### config.mk
export PLATFORM = sky130hd
export DESIGN_NAME = axi_sevenseg_slave_flat
export DESIGN_NICKNAME = d
export VERILOG_FILES = /design/src/rtl/axi_sevenseg_slave_if.sv /design/src/rtl/axi_sevenseg_slave.sv /design/src/flat_wrapper.sv
export SDC_FILE = /design/constraint.sdc
export NUM_CORES = 1
export LEC_CHECK = 0
export ABC_AREA = 1
export BUFFER_PORTS_ARGS = -buffer_cell sky130_fd_sc_hd__clkbuf_2
export CORE_MARGIN = 3
export CORE_UTILIZATION = 40
export CTS_CLUSTER_DIAMETER = 100
export DETAILED_ROUTE_END_ITERATION = 10
export PLACE_DENSITY = 0.56
export REMOVE_ABC_BUFFERS = 1
export SETUP_SLACK_MARGIN = 0.5
export SYNTH_ARGS = -nofsm -noshare
export SYNTH_HDL_FRONTEND = slang
export SYNTH_SLANG_ARGS = --single-unit
### constraint.sdc
create_clock -name s00_axi_aclk -period 14.6 [get_ports s00_axi_aclk]
set_input_delay 4.38 -clock s00_axi_aclk [delete_from_list [all_inputs] [get_ports s00_axi_aclk]]
set_output_delay 4.38 -clock s00_axi_aclk [all_outputs]
set_load 0.01 [all_outputs]
### src/rtl/axi_sevenseg_slave_if.sv
// AXI4-Lite bus bundle between a master and the seven-segment display slave.
interface axi_sevenseg_slave_if #(
  parameter int DATA_WIDTH = 32,
  parameter int ADDR_WIDTH = 4
);
  logic [ADDR_WIDTH-1:0]   awaddr;
  logic [2:0]              awprot;
  logic                    awvalid;
  logic                    awready;
  logic [DATA_WIDTH-1:0]   wdata;
  logic [DATA_WIDTH/8-1:0] wstrb;
  logic                    wvalid;
  logic                    wready;
  logic [1:0]              bresp;
  logic                    bvalid;
  logic                    bready;
  logic [ADDR_WIDTH-1:0]   araddr;
  logic [2:0]              arprot;
  logic                    arvalid;
  logic                    arready;
  logic [DATA_WIDTH-1:0]   rdata;
  logic [1:0]              rresp;
  logic                    rvalid;
  logic                    rready;

  modport master (
    output awaddr, awprot, awvalid, wdata, wstrb, wvalid, bready,
           araddr, arprot, arvalid, rready,
    input  awready, wready, bresp, bvalid, arready, rdata, rresp, rvalid
  );

  modport slave (
    input  awaddr, awprot, awvalid, wdata, wstrb, wvalid, bready,
           araddr, arprot, arvalid, rready,
    output awready, wready, bresp, bvalid, arready, rdata, rresp, rvalid
  );
endinterface

### src/rtl/axi_sevenseg_slave.sv
// AXI4-Lite register slave that scans four digits onto a multiplexed
// active-low seven-segment display (hex decode or raw segment patterns).
module axi_sevenseg_slave #(
  parameter int C_S00_AXI_DATA_WIDTH = 32,
  parameter int C_S00_AXI_ADDR_WIDTH = 4
) (
  input  logic                s00_axi_aclk,
  input  logic                s00_axi_areset,
  axi_sevenseg_slave_if.slave s00_axi,
  output logic [7:0]          sieteseg,
  output logic [3:0]          anodes
);

  logic        wr_ready;
  logic        bvalid_q;
  logic        arready_q;
  logic        rvalid_q;
  logic [C_S00_AXI_DATA_WIDTH-1:0] rdata_q;
  logic [C_S00_AXI_DATA_WIDTH-1:0] rd_mux;

  logic        ctrl_en;
  logic        ctrl_raw;
  logic [3:0]  ctrl_dp;
  logic [31:0] digits;
  logic [15:0] prescale;
  logic [7:0]  wr_count;
  logic [15:0] scan_cnt;
  logic [1:0]  digit;

  logic [1:0]  waddr;
  logic [1:0]  raddr;
  logic        wr_fire;
  logic        rd_fire;
  logic [3:0]  cur_nib;
  logic [7:0]  cur_byte;
  logic [7:0]  hex_pat;
  logic [7:0]  pattern;
  logic        unused_bits;

  assign waddr   = s00_axi.awaddr[C_S00_AXI_ADDR_WIDTH-1:2];
  assign raddr   = s00_axi.araddr[C_S00_AXI_ADDR_WIDTH-1:2];
  assign wr_fire = wr_ready & s00_axi.awvalid & s00_axi.wvalid;
  assign rd_fire = arready_q & s00_axi.arvalid;

  assign s00_axi.awready = wr_ready;
  assign s00_axi.wready  = wr_ready;
  assign s00_axi.bresp   = 2'b00;
  assign s00_axi.bvalid  = bvalid_q;
  assign s00_axi.arready = arready_q;
  assign s00_axi.rdata   = rdata_q;
  assign s00_axi.rresp   = 2'b00;
  assign s00_axi.rvalid  = rvalid_q;

  assign unused_bits = ^{s00_axi.awprot, s00_axi.arprot,
                         s00_axi.awaddr[1:0], s00_axi.araddr[1:0]};

  // Address and data are accepted together, only once the previous response is gone.
  always_ff @(posedge s00_axi_aclk or posedge s00_axi_areset) begin
    if (s00_axi_areset) begin
      wr_ready <= 1'b0;
      bvalid_q <= 1'b0;
    end else begin
      wr_ready <= !wr_ready && s00_axi.awvalid && s00_axi.wvalid && !bvalid_q;
      if (wr_fire)
        bvalid_q <= 1'b1;
      else if (s00_axi.bready)
        bvalid_q <= 1'b0;
    end
  end

  always_ff @(posedge s00_axi_aclk or posedge s00_axi_areset) begin
    if (s00_axi_areset) begin
      ctrl_en  <= 1'b0;
      ctrl_raw <= 1'b0;
      ctrl_dp  <= 4'h0;
      digits   <= 32'h0;
      prescale <= 16'h0;
      wr_count <= 8'h0;
    end else if (wr_fire) begin
      wr_count <= wr_count + 8'd1;
      case (waddr)
        2'd0: if (s00_axi.wstrb[0]) begin
          ctrl_en  <= s00_axi.wdata[0];
          ctrl_raw <= s00_axi.wdata[1];
          ctrl_dp  <= s00_axi.wdata[7:4];
        end
        2'd1: for (int b = 0; b < 4; b++)
          if (s00_axi.wstrb[b]) digits[8*b +: 8] <= s00_axi.wdata[8*b +: 8];
        2'd2: for (int b = 0; b < 2; b++)
          if (s00_axi.wstrb[b]) prescale[8*b +: 8] <= s00_axi.wdata[8*b +: 8];
        default: ;
      endcase
    end
  end

  always_comb begin
    rd_mux = '0;
    case (raddr)
      2'd0: rd_mux = {24'h0, ctrl_dp, 2'b00, ctrl_raw, ctrl_en};
      2'd1: rd_mux = digits;
      2'd2: rd_mux = {16'h0, prescale};
      2'd3: rd_mux = {16'h0, wr_count, 6'h0, digit};
      default: rd_mux = '0;
    endcase
  end

  always_ff @(posedge s00_axi_aclk or posedge s00_axi_areset) begin
    if (s00_axi_areset) begin
      arready_q <= 1'b0;
      rvalid_q  <= 1'b0;
      rdata_q   <= '0;
    end else begin
      arready_q <= !arready_q && s00_axi.arvalid && !rvalid_q;
      if (rd_fire) begin
        rvalid_q <= 1'b1;
        rdata_q  <= rd_mux;
      end else if (s00_axi.rready) begin
        rvalid_q <= 1'b0;
      end
    end
  end

  always_ff @(posedge s00_axi_aclk or posedge s00_axi_areset) begin
    if (s00_axi_areset) begin
      scan_cnt <= 16'h0;
      digit    <= 2'd0;
    end else if (ctrl_en) begin
      if (scan_cnt == prescale) begin
        scan_cnt <= 16'h0;
        digit    <= digit + 2'd1;
      end else begin
        scan_cnt <= scan_cnt + 16'd1;
      end
    end
  end

  assign cur_nib  = digits[4*digit +: 4];
  assign cur_byte = digits[8*digit +: 8];

  always_comb begin
    hex_pat = 8'hFF;
    case (cur_nib)
      4'h0: hex_pat = 8'hC0;
      4'h1: hex_pat = 8'hF9;
      4'h2: hex_pat = 8'hA4;
      4'h3: hex_pat = 8'hB0;
      4'h4: hex_pat = 8'h99;
      4'h5: hex_pat = 8'h92;
      4'h6: hex_pat = 8'h82;
      4'h7: hex_pat = 8'hF8;
      4'h8: hex_pat = 8'h80;
      4'h9: hex_pat = 8'h90;
      4'hA: hex_pat = 8'h88;
      4'hB: hex_pat = 8'h83;
      4'hC: hex_pat = 8'hC6;
      4'hD: hex_pat = 8'hA1;
      4'hE: hex_pat = 8'h86;
      4'hF: hex_pat = 8'h8E;
      default: hex_pat = 8'hFF;
    endcase
    pattern = ctrl_raw ? ~cur_byte
                       : {hex_pat[7] & ~ctrl_dp[digit], hex_pat[6:0]};
  end

  always_ff @(posedge s00_axi_aclk or posedge s00_axi_areset) begin
    if (s00_axi_areset) begin
      anodes   <= 4'hF;
      sieteseg <= 8'hFF;
    end else if (ctrl_en) begin
      anodes   <= ~(4'b0001 << digit);
      sieteseg <= pattern;
    end else begin
      anodes   <= 4'hF;
      sieteseg <= 8'hFF;
    end
  end

endmodule

### src/flat_wrapper.sv
// flat-port wrapper written by rule: the top's interface ports become plain ports
module axi_sevenseg_slave_flat 
#(
  parameter int C_S00_AXI_DATA_WIDTH = 32,
  parameter int C_S00_AXI_ADDR_WIDTH = 4
)
  (s00_axi_aclk, s00_axi_areset, sieteseg, anodes, s00_axi_awaddr, s00_axi_awprot, s00_axi_awvalid, s00_axi_wdata, s00_axi_wstrb, s00_axi_wvalid, s00_axi_bready, s00_axi_araddr, s00_axi_arprot, s00_axi_arvalid, s00_axi_rready, s00_axi_awready, s00_axi_wready, s00_axi_bresp, s00_axi_bvalid, s00_axi_arready, s00_axi_rdata, s00_axi_rresp, s00_axi_rvalid);
  axi_sevenseg_slave_if s00_axi_i ();
  input  logic s00_axi_aclk;
  input  logic s00_axi_areset;
  output logic [7:0] sieteseg;
  output logic [3:0] anodes;
  input wire logic [$bits(s00_axi_i.awaddr)-1:0] s00_axi_awaddr;
  input wire logic [$bits(s00_axi_i.awprot)-1:0] s00_axi_awprot;
  input wire logic [$bits(s00_axi_i.awvalid)-1:0] s00_axi_awvalid;
  input wire logic [$bits(s00_axi_i.wdata)-1:0] s00_axi_wdata;
  input wire logic [$bits(s00_axi_i.wstrb)-1:0] s00_axi_wstrb;
  input wire logic [$bits(s00_axi_i.wvalid)-1:0] s00_axi_wvalid;
  input wire logic [$bits(s00_axi_i.bready)-1:0] s00_axi_bready;
  input wire logic [$bits(s00_axi_i.araddr)-1:0] s00_axi_araddr;
  input wire logic [$bits(s00_axi_i.arprot)-1:0] s00_axi_arprot;
  input wire logic [$bits(s00_axi_i.arvalid)-1:0] s00_axi_arvalid;
  input wire logic [$bits(s00_axi_i.rready)-1:0] s00_axi_rready;
  output wire logic [$bits(s00_axi_i.awready)-1:0] s00_axi_awready;
  output wire logic [$bits(s00_axi_i.wready)-1:0] s00_axi_wready;
  output wire logic [$bits(s00_axi_i.bresp)-1:0] s00_axi_bresp;
  output wire logic [$bits(s00_axi_i.bvalid)-1:0] s00_axi_bvalid;
  output wire logic [$bits(s00_axi_i.arready)-1:0] s00_axi_arready;
  output wire logic [$bits(s00_axi_i.rdata)-1:0] s00_axi_rdata;
  output wire logic [$bits(s00_axi_i.rresp)-1:0] s00_axi_rresp;
  output wire logic [$bits(s00_axi_i.rvalid)-1:0] s00_axi_rvalid;
  assign s00_axi_i.awaddr = s00_axi_awaddr;
  assign s00_axi_i.awprot = s00_axi_awprot;
  assign s00_axi_i.awvalid = s00_axi_awvalid;
  assign s00_axi_i.wdata = s00_axi_wdata;
  assign s00_axi_i.wstrb = s00_axi_wstrb;
  assign s00_axi_i.wvalid = s00_axi_wvalid;
  assign s00_axi_i.bready = s00_axi_bready;
  assign s00_axi_i.araddr = s00_axi_araddr;
  assign s00_axi_i.arprot = s00_axi_arprot;
  assign s00_axi_i.arvalid = s00_axi_arvalid;
  assign s00_axi_i.rready = s00_axi_rready;
  assign s00_axi_awready = s00_axi_i.awready;
  assign s00_axi_wready = s00_axi_i.wready;
  assign s00_axi_bresp = s00_axi_i.bresp;
  assign s00_axi_bvalid = s00_axi_i.bvalid;
  assign s00_axi_arready = s00_axi_i.arready;
  assign s00_axi_rdata = s00_axi_i.rdata;
  assign s00_axi_rresp = s00_axi_i.rresp;
  assign s00_axi_rvalid = s00_axi_i.rvalid;
  axi_sevenseg_slave #(.C_S00_AXI_DATA_WIDTH(C_S00_AXI_DATA_WIDTH), .C_S00_AXI_ADDR_WIDTH(C_S00_AXI_ADDR_WIDTH)) u_core (.s00_axi_aclk(s00_axi_aclk), .s00_axi_areset(s00_axi_areset), .s00_axi(s00_axi_i), .sieteseg(sieteseg), .anodes(anodes));
endmodule
== Yosys cells after proc, flatten, opt, wreduce, memory -nomap -nowiden ==
Memories as Yosys holds them, arrays and structs flattened.
Cells that the tools add are included.

* Bits in registers: 128
* Memory bits (read-only): 112
* Input bits: 57
* Output and inout port bits: 53
* Word-level logic and storage cells: 72
* Memories kept: 1

* Add/sub/neg operators: 3
* Magnitude comparators: 1
* Equality and inequality tests: 6
* Shift-type cells: 3
* Multiplexer cells: 11
* Bitwise gates (word level): 7
* Reduce and logical (&&, ||, !) cells: 21

{| class="wikitable"
|+ Memory list
! name !! depth !! bits a word !! read ports !! clocked after Yosys merged registers in !! wr ports !! line !! RTL
|-
| (no name shown) || 16 || 7 || 1 || 0 || 0 || axi_sevenseg_slave.sv:142 || <nowiki>case (cur_nib)</nowiki>
|}

{| class="wikitable"
|+ Operator list
! operator !! number
|-
| $pmux 32 s4 || 1
|-
| $shiftx 32x5->4 || 1
|-
| $shiftx 32x6->8 || 1
|-
| $reduce_and 3->1 || 7
|-
| $add 16x1->16 const B || 1
|-
| $eq 16x16->1 || 1
|-
| $mux 16 || 1
|-
| $mux 8 || 2
|-
| $add 8x1->8 const B || 1
|-
| $not 8->8 || 1
|-
| $eq 2x2->1 const B || 3
|-
| $logic_and 1x1->1 || 5
|-
| $mux 1 || 5
|-
| $eq 2x1->1 const B || 2
|-
| $logic_not 1->1 || 4
|-
| $logic_not 2->1 || 2
|-
| $mux 4 || 1
|-
| $not 4->4 || 1
|-
| $reduce_bool 2->1 || 2
|-
| $shl 1x2->4 const A || 1
|-
| $and 1x1->1 || 3
|-
| $lt 2x3->1 const B || 1
|-
| $add 2x1->2 const B || 1
|-
| $bmux 1 s2 || 1
|-
| 3 further kinds || 3
|}

== Depth between registers and ports, before layout ==
* Depth after elaboration: 6
* Mapped depth: 12
* Gate-level depth less buffers: 12

== Least setup slack after synthesis ==
OpenSTA, ideal clock, no wires.

* Path kind: input to register
* Start: input port s00_axi_awaddr[2]
* End: register u_core.prescale[11]
* Setup time: 0.125 ns
* Data arrival time: 5.165 ns
* Slack: 9.310 ns
* Stages on the path: 4
* Buffers on the path: 0
* Cells stage by stage: inv_1 -> nand3_1 -> nor2_1 -> mux2_2

* Word-level cells in the longest chain between the ends: 2

{| class="wikitable"
|+ Ends and longest elaborated chain
! item !! line !! RTL
|-
| start: declaration || flat_wrapper.sv:13 || <nowiki>input wire logic [$bits(s00_axi_i.awaddr)-1:0] s00_axi_awaddr;</nowiki>
|-
| $eq 2x2->1 || axi_sevenseg_slave.sv:81 || <nowiki>case (waddr)</nowiki>
|-
| $reduce_and 3->1 (no line) || -- ||
|-
| end signal: indexed assignment || axi_sevenseg_slave.sv:90 || <nowiki>if (s00_axi.wstrb[b]) prescale[8*b +: 8] <= s00_axi.wdata[8*b +: 8];</nowiki>
|-
| end: declaration || axi_sevenseg_slave.sv:25 || <nowiki>logic [15:0] prescale;</nowiki>
|}

No other way between the ends.
A chain may end at the register's enable or synchronous reset.

== Final worst setup path ==
Ends and elaborated chain as after synthesis.

==> summary.md <==
| Metric | Value |
|---|---|
| Status | `finished, final reports clean` |
| Clock Sink Count | `128` |
| Finished Cell Area | `7700 µm²` |
| Die area | `17900 µm²` |
| Synthesized area | `6520 µm²` |
| Max Cap Violations | `0` |
| Share of layout cells above drive strength 1 | `0.176` |
| Tightest Pin Transition | `0.982 ns` |
| Clk pwr share | `0.347` |
| Pwr dens | `148 nW/µm²` |
| Post-Place Cells | `about 1.1k` |
| Synth top area share | `0.445` |
| Setup tns final | `0 ns` |
| DR pass1 iterations | `4` |
| Placed cell area | `a little over 7000 µm²` |
| H-Tree Depth | `4` |
| CTS Buf Count | `17` |
| Final net count | `998` |
| # diodes | `0` |
| Vias | `5518` |
| Worst Clk Skew | `0.00742 ns` |
| Area contributors post-synth | `dfrtp_1 (45%), nand2_1 (16%), o21ai_0 (7.7%)` |
| Crit. End Element | `register` |
| Area grow syn2layout | `18.1%` |
| GPL Wtd Cong | `about 0.84` |
| YS warnings | `0` |
| Crit path required time | `~15 ns` |
| Remaining global-route overflow | `0` |
| Clk Tree Root Cell | `clkbuf_16` |
| Comb power frac | `0.224` |
| Hpwl dp | `12300 µm` |
| Largest net degree at the start of global routing | `80` |
| Die Ht | `134 µm` |
| Number of top-level pins | `110` |
| Core footprint | `between 15000 and 20000 µm²` |
| Primary FF master, synth | `dfrtp_1` |
| CTS Buffer Depth | `2` |
| Cell taking the most area after synthesis | `dfrtp_1` |
| Sw Share | `0.332` |
| Critical path arrival | `5.83 ns` |
| Post-cts sizing count | `0` |
| Internal power | `759 µW` |
| Worst VDD drop | `0.0898 mV` |
| Final routed DRC violation total | `0` |
| Final worst path period need | `approximately 5.5 ns` |
| First-pass GRT wire length | `27500 µm` |
| Worst relative slew slack | `0.345` |
| Final Routed Wirelength | `16900 µm` |
| Slew Limit Fails | `0` |
| Fill count | `between 1.5k and 2k` |
| Hold Fails Final Rpt | `0` |
| Total track usage | `0.198` |
| Die Wd | `134 µm` |
| P_leak | `0.00399 µW` |
| Vias in the first global route | `5294` |
| CP peak stage delay | `between 0.6 and 0.7 ns` |
| Starting DRT DRC Count | `between 300 and 400` |
| CTS tree | `yes` |
| RSZ-0062 raised after global routing | `false` |
| Cells after synthesis | `approximately 840` |
| Worst-path clk slew | `0.06 ns` |
| Port bufs | `95` |
| Number of setup violations in the final report | `0` |
| Max stage delay cell, worst path | `nor2_1` |
| Cell Count, Final, Fillers Out | `1158` |
| Setup Buffers After CTS | `0` |
| Drt wl/cell | `14.6 µm` |
| CP Launch Type | `primary input` |
| Post-synth EDFFs | `0` |
| #FFs+latches synth | `128` |
| CTS Hold Bufs | `0` |
| Hold WC Path Type | `reg2reg` |
| Post-route ant nets | `0` |
| Fmax achieved | `around 0.18 GHz` |
| Distinct cells, synth | `34` |
| Crit share post-route | `0.378` |
| Worst-Skew Late Latency | `0.42 ns` |
| NetSw | `377 µW` |
| Initial Utilization | `0.409` |
| Seq pwr share | `0.429` |
| Via/cell ratio | `4.77` |
| Num rows | `46` |
| Sequential element share of the synthesized area | `0.493` |
| Asr flop ratio synth | `1.00` |
| Average cell area after synthesis | `7.77 µm²` |
| Initial antenna violation count | `0` |
| Crit Path Category | `in2reg` |
| Critical path, cell by cell | `clkbuf_2 > inv_1 > nand3_1 > nor2_1 > mux2_2` |
| CP max FO | `15` |
-- sequential cells by signal (all words and copies together) (netlist names) --
| name | cells |
|---|---|
| u_core.digits | 32 |
| u_core.sieteseg | 8 |
| u_core.s00_axi.arready | 1 |
| u_core.wr_count | 8 |
| u_core.s00_axi.awready | 1 |
| u_core.anodes | 4 |
| u_core.s00_axi.rdata | 32 |
| u_core.s00_axi.bvalid | 1 |
| u_core.prescale | 16 |
| u_core.s00_axi.rvalid | 1 |
| u_core.ctrl_raw | 1 |
| u_core.ctrl_dp | 4 |
| u_core.scan_cnt | 16 |
| u_core.ctrl_en | 1 |
| u_core.digit | 2 |
-- stage by stage --
step / setup WS (ns) / total power, µW / hold slack [ns] / utilization
2_1_floorplan: 6.83 / 650 / 0.442 / -
4_1_cts: 9.08 / 1150 / 0.452 / 0.483
3_3_place_gp: 8.64 / 746 / 0.433 / 0.448
5_1_grt: 8.89 / 1210 / 0.478 / 0.483
3_5_place_dp: 8.63 / 749 / 0.445 / 0.448
6_report: 9.07 / 1140 / 0.449 / 0.483
-- per-layer routing --
| layer | part of all wire | track usage | wire length [µm] |
|---|---|---|---|
| met5 | 0 | 0 | 0 |
| met4 | 0.012 | 0.0577 | 208 |
| met3 | 0.036 | 0.0359 | 616 |
| met2 | 0.47 | 0.320 | 7920 |
| met1 | 0.48 | 0.272 | 8160 |
-- power groups by stage --
stage	combinational (µW)	sequential, µW	clock [µW]
floorplan	152	498	0
global placement	254	493	0
detailed placement	256	493	0
CTS	258	488	401
global route	296	498	417
finish	254	488	395
-- cell type report --
cell class,instances,area (µm²),share of cell area
multi-input cells,568,2720,0.353
flip-flops and latches,128,3220,0.418
repair buffers,99,505,0.0656
clock inverters,11,82.6,0.0107
inverters,115,434,0.0564
well taps,216,270,0.0351
clock buffers,21,470,0.0611
-- cells in the final DEF (no fill, tap or decap), types with 3 or more instances in the layout --
cell type  instances
inv_1            109
conb_1             4
dfstp_2           12
clkbuf_8           3
o22ai_1            7
ha_1              12
nor2_1            40
buf_4              4
clkbuf_2          95
clkbuf_16         17
nand4_1            6
nor2_2             7
nand2_1          270
o21ai_0          100
o211ai_1           9
nand3_1           41
clkinv_2           3
clkinv_4           4
inv_2              5
nor3_1             5
dfrtp_1          116
o21ai_1            4
a21oi_1           32
xor2_1            13
-- cells in the mapped netlist, types with 2 or more instances --
cell      count
dfstp_2      12
buf_4         8
o21ai_1       4
o221ai_1      2
nand3b_1      2
nor2_1       40
buf_1         2
dfrtp_1     116
nor3_1        5
nand2_1     270
nor3_2        2
ha_1         12
inv_1       110
o21ai_0     100
o22ai_1       7
nand4_1       6
xor2_1       13
nand2_2       2
a21oi_1      32
nor2_2        7
xnor2_1       2
nand3_2       2
clkbuf_1      8
nand3_1      41
buf_2        13
o211ai_1      9
inv_2         5
-- final timing paths --
kind | cells after the start | to | slack (ns) | from
min in group asynchronous | 2 | u_core.s00_axi.rdata[13] | 4.18 | s00_axi_areset
hold / removal | 1 | u_core.s00_axi.arready | 0.45 | u_core.s00_axi.arready
max in group asynchronous | 3 | u_core.scan_cnt[1] | 9.18 | s00_axi_areset
setup reg to reg | 9 | u_core.sieteseg[1] | 12.51 | u_core.digit[1]
hold reg to reg | 1 | u_core.s00_axi.arready | 0.45 | u_core.s00_axi.arready
setup / recovery | 5 | u_core.prescale[11] | 9.07 | s00_axi_awaddr[2]
-- logic make-up (layout without fill, tap and decap cells) --
logic type / after synthesis / after routing / synth area share
flops: 128 / 128 / 0.493
compound gates: 155 / 155 / 0.125
simple gates: 381 / 381 / 0.244
other cells: 1 / 4 / 0.000575
fa+ha+maj: 12 / 12 / 0.0230
xor+xnor: 15 / 15 / 0.0201
buf+inv: 146 / 246 / 0.0911
mux: 1 / 1 / 0.00173
-- worst max-delay path, delay by kind of cell --
family / cells / cell delay (ns)
and+or+nand+nor: 2 / 0.73
muxes: 1 / 0.41
buffers and inverters: 2 / 0.31
No activity file was read; power rests on OpenSTA's default activity.
